$ cat config.mk
export PLATFORM = sky130hd
export DESIGN_NAME = alu_dsp48_core
export DESIGN_NICKNAME = d
export VERILOG_FILES = /design/src/rtl/alu_dsp48_core.sv
export SDC_FILE = /design/constraint.sdc
export NUM_CORES = 1
export LEC_CHECK = 0
export CAP_MARGIN = 20
export CORE_ASPECT_RATIO = 0.5
export CORE_UTILIZATION = 50
export CTS_CLUSTER_SIZE = 40
export DETAILED_ROUTE_END_ITERATION = 10
export PLACE_DENSITY = 0.81
export SLEW_MARGIN = 40
export SYNTH_ARGS = -nofsm -noshare
export SYNTH_HDL_FRONTEND = slang
export SYNTH_SLANG_ARGS = --single-unit
$ cat constraint.sdc
create_clock -name clk -period 10.46 [get_ports clk]
set_input_delay 2.615 -clock clk [delete_from_list [all_inputs] [get_ports clk]]
set_output_delay 2.615 -clock clk [all_outputs]
set_load 0.02 [all_outputs]
$ cat src/rtl/alu_dsp48_core.sv
`default_nettype none
// ============================================================================
// Module   : alu_dsp48_core
// Purpose  : Behavioural DSP48A1 slice (A1/B1/OPMODE/M/P registered) that
//            serves as the shared responder of the flat ALU DSP bus.
// Revision : 1.0 - initial release
// ============================================================================
module alu_dsp48_core #(
  parameter int N_CLIENTS = 2,
  parameter int SEL_W     = 3
) (
  input  logic                    clk,
  input  logic                    reset,
  input  logic [SEL_W-1:0]        dsp_sel,
  input  logic [44*N_CLIENTS-1:0] dsp_ins_all,
  output logic [83:0]             dsp_outs_flat
);

  localparam logic [1:0] c_x_zero = 2'd0;
  localparam logic [1:0] c_x_m    = 2'd1;
  localparam logic [1:0] c_x_p    = 2'd2;
  localparam logic [1:0] c_x_ab   = 2'd3;
  localparam logic [1:0] c_z_p    = 2'd2;

  logic [43:0] w_words [N_CLIENTS];
  logic [43:0] w_sel_word;

  generate
    for (genvar gi = 0; gi < N_CLIENTS; gi++) begin : g_client
      assign w_words[gi] = dsp_ins_all[44*gi +: 44];
    end
  endgenerate

  // Out-of-range selects fall back to the all-zero word so P clears.
  always_comb begin
    w_sel_word = '0;
    for (int i = 0; i < N_CLIENTS; i++) begin
      if (int'(dsp_sel) == i) begin
        w_sel_word = w_words[i];
      end
    end
  end

  // Stage 1: operand and opmode registers.
  logic signed [17:0] r_a1;
  logic signed [17:0] r_b1;
  logic [7:0]         r_op1;

  always_ff @(posedge clk) begin
    if (reset) begin
      r_a1  <= '0;
      r_b1  <= '0;
      r_op1 <= '0;
    end else begin
      r_a1  <= w_sel_word[35:18];
      r_b1  <= w_sel_word[17:0];
      r_op1 <= w_sel_word[43:36];
    end
  end

  // Preadder with D tied to zero: subtract mode simply negates B.
  logic signed [17:0] w_b1p;
  assign w_b1p = (r_op1[4] && r_op1[6]) ? -r_b1 : r_b1;

  // Stage 2: multiplier register plus the opmode bits still needed later.
  logic signed [35:0] r_m;
  logic [17:0]        r_a2;
  logic [17:0]        r_b2;
  logic               r_postsub2;
  logic               r_cin2;
  logic [1:0]         r_z2;
  logic [1:0]         r_x2;

  always_ff @(posedge clk) begin
    if (reset) begin
      r_m        <= '0;
      r_a2       <= '0;
      r_b2       <= '0;
      r_postsub2 <= 1'b0;
      r_cin2     <= 1'b0;
      r_z2       <= '0;
      r_x2       <= '0;
    end else begin
      r_m        <= r_a1 * w_b1p;
      r_a2       <= r_a1;
      r_b2       <= r_b1;
      r_postsub2 <= r_op1[7];
      r_cin2     <= r_op1[5];
      r_z2       <= r_op1[3:2];
      r_x2       <= r_op1[1:0];
    end
  end

  // Stage 3: X/Z muxes and the post-adder.
  logic [47:0] r_p;
  logic [47:0] w_x;
  logic [47:0] w_z;
  logic [47:0] w_xc;

  always_comb begin
    w_x = '0;
    case (r_x2)
      c_x_zero: w_x = '0;
      c_x_m:    w_x = {{12{r_m[35]}}, r_m};
      c_x_p:    w_x = r_p;
      c_x_ab:   w_x = {12'h000, r_a2, r_b2};
      default:  w_x = '0;
    endcase
  end

  // PCIN and C are not modelled, so only the P feedback is non-zero.
  assign w_z  = (r_z2 == c_z_p) ? r_p : 48'd0;
  assign w_xc = w_x + {47'd0, r_cin2};

  always_ff @(posedge clk) begin
    if (reset) begin
      r_p <= '0;
    end else if (r_postsub2) begin
      r_p <= w_z - w_xc;
    end else begin
      r_p <= w_z + w_xc;
    end
  end

  assign dsp_outs_flat = {r_m, r_p};

endmodule
`default_nettype wire
==> flow_summary.ini <==
[outcome]
outcome = finished clean

[yosys]
synth-edff-count = 0
synthesis.instances = 2682
netlist_area_um2 = 23220
synth-seq-area-share_pct = 14.65
synth_area_per_cell_um2 = 8.659
synth_ff_type = dfxtp_1
yosysWarnings = 0
synth-async-reset-ratio_pct = 0
synth_cell_types = 93
ys_seq_elements = 170
synth_nets = 3249

[cells_and_area]
final_core_util_pct = 57.57
area_growth_pct = 12.75
final_common_cell = inv_1
num-fill-cells = 3823
final_nets = 3361
antenna_cells = 0
design_area_um2 = 26190
final_cell_mix = inv_1, fa_1, nand2_1
drive_gt1_share_pct = 5.593

[clocking]
cts-root-buf = clkbuf_16
cts_setup_buffers = 0
worstSkewPairLatency_ns = 0.43
cts_made_buffers = 17
postCtsResizedCells = 0
cts_tree = yes
cts_hold_buf = 0
clkTransAtPathRegs_ns = 0.08
clockBufferDepth = 2
cts.sinks = 170
cts_max_level = 4

[placement]
port_buffers = 176
dpl.hpwl_um = 51440
gp_congestion = 0.9699
placed_area_um2 = 25570

[route]
via_per_inst = 5.604
vias = 19240
wl_per_cell_um = 19.18
drt-initial-drc-count = 1549
dr.pass1.iters = 6
drtAntennaViolNets = 0
drc_errors = 0
wirelength_um = 65870

[timing]
skew_ns = 0.01331
clock.fmax_mhz = 115.0
slew_headroom_pct = 43.94
worst_slew_pin_slew_ns = 0.8198
rsz0062_at_grt = false
hold_viol = 0
period_share_pct = 83.16
slew_viol_final = 0
setup_viol = 0
setup_tns_ns = 0
finalCriticalPeriod_ns = 8.699

[worst_setup_path]
worst-setup-path-type = flop to flop
slowest_delay_ns = 0.79
crit_required_ns = 10.76
crit_top_cell = fa_1
arrival_ns = 9.00
cp_max_fo = 21
start_kind = flop
cp-end-kind = flop
cpMaxStageDelayCell = dfxtp_1

[global_routing]
grt_pass1_vias = 19690
grt_start_max_net_pins = 81
grt_antenna_before_repair = 0
grt_use_total_pct = 28.21
grt_overflow = 0
grt_pass1_wl_um = 105300

[floorplanning]
start_util_pct = 51.05
rows = 55
dieArea_um2 = 47370
die_x_um = 306.8
fp.coreArea_um2 = 45490
die_h_um = 154.4
ios = 177

[pwr]
ir_drop_mv = 0.1258
power_w = 0.002412
p_leak_nw = 12.13
power_density_nw_per_um2 = 92.13

[hold_path]
worstHoldPathType = flop to flop

[job]
drv_cap = 0
routing by layer:
layer | GRT usage [%] | routed length [um] | up-vias
met2 | 47.29 | 31020 | 793
met1 | 37.96 | 28090 | 9481
met4 | 7.357 | 1566 | 0
met3 | 4.645 | 5199 | 112
met5 | 0 | 0 | -
li1 | - | - | 8858
registers in the layout, indices dropped and copies added (netlist names):
signal / count
r_x2: 2
r_b1: 18
r_m: 36
r_a2: 18
r_postsub2: 1
r_op1: 8
r_cin2: 1
r_z2: 2
r_b2: 18
r_p: 48
r_a1: 18
Yosys cell counts, types with 13 or more instances:
cell type / number / area share [%]
nand2_1: 277 / 4.5
a22oi_1: 50 / 1.6
a31oi_1: 20 / 0.54
a21oi_1: 96 / 2.1
and3_1: 18 / 0.48
nor2_1: 207 / 3.3
mux2i_1: 31 / 1.3
fa_1: 330 / 28
ha_1: 144 / 7.8
and2_1: 146 / 3.9
buf_1: 14 / 0.23
dfxtp_1: 170 / 15
o21ai_0: 50 / 1.1
clkbuf_1: 88 / 1.4
nand3_1: 37 / 0.80
nor3_1: 28 / 0.60
or3_1: 14 / 0.38
a21o_1: 40 / 1.3
xor2_1: 78 / 2.9
or2_2: 13 / 0.35
nand4_1: 23 / 0.62
nor2b_1: 96 / 2.6
xnor2_1: 90 / 3.4
inv_1: 391 / 6.3
cell families (layout without fill, tap and decap cells):
logic type / Yosys count / in the layout / share of synthesized area, %
simple gates: 918 / 918 / 20.05
buf+inv: 513 / 638 / 8.728
fa+ha+maj: 474 / 474 / 36.20
compound gates: 394 / 394 / 11.99
flops: 170 / 170 / 14.65
xor+xnor: 169 / 169 / 6.406
mux: 44 / 44 / 1.966
critical path, delay by kind of cell (launching register included):
family	cells	cell delay [ns]
AO/OA/AOI/OAI	9	2.72
buffers and inverters	4	0.30
adder cells (fa/ha/maj)	8	3.48
XOR/XNOR	2	0.77
flip-flops	1	0.79
AND/OR/NAND/NOR	5	0.50
report_power, final:
group          total, W  leakage [nW]  switching, W  internal, W
logic          0.000924          10.4      0.000521     0.000403
clock network  0.000658         0.294      0.000327     0.000332
registers      0.000830          1.39      0.000115     0.000715
total           0.00241          12.1      0.000963      0.00145
stage by stage:
stage	cells	hold WS [ns]	setup slack (ns)
2_1_floorplan	2682	0.4138	2.711
3_3_place_gp	3401	0.4190	1.835
3_5_place_dp	3401	0.4258	1.935
4_1_cts	3433	0.4421	1.929
5_1_grt	3434	0.4557	1.324
6_report	3434	0.4415	1.761
path summary, 6_finish.rpt:
path                            start                 end  slack, ns  cells past startpoint
setup / recovery   r_b1[0]$_SDFF_PP0_  r_m[28]$_SDFF_PP0_       1.76                     28
hold / removal    r_op1[1]$_SDFF_PP0_  r_x2[1]$_SDFF_PP0_       0.44                      1
setup reg to reg   r_b1[0]$_SDFF_PP0_  r_m[28]$_SDFF_PP0_       1.76                     28
hold reg to reg   r_op1[1]$_SDFF_PP0_  r_x2[1]$_SDFF_PP0_       0.44                      1
layout make-up:
cell class / instances / area (um2) / area share, %
sequential: 170 / 3413 / 13.04
clock buffer: 18 / 439.2 / 1.677
inverter: 391 / 1468 / 5.605
tap: 627 / 784.5 / 2.996
timing repair buffer: 215 / 2052 / 7.836
multi-input combinational: 1999 / 17860 / 68.21
clock inverter: 14 / 168.9 / 0.6451
(Power assumes the default switching activity.)
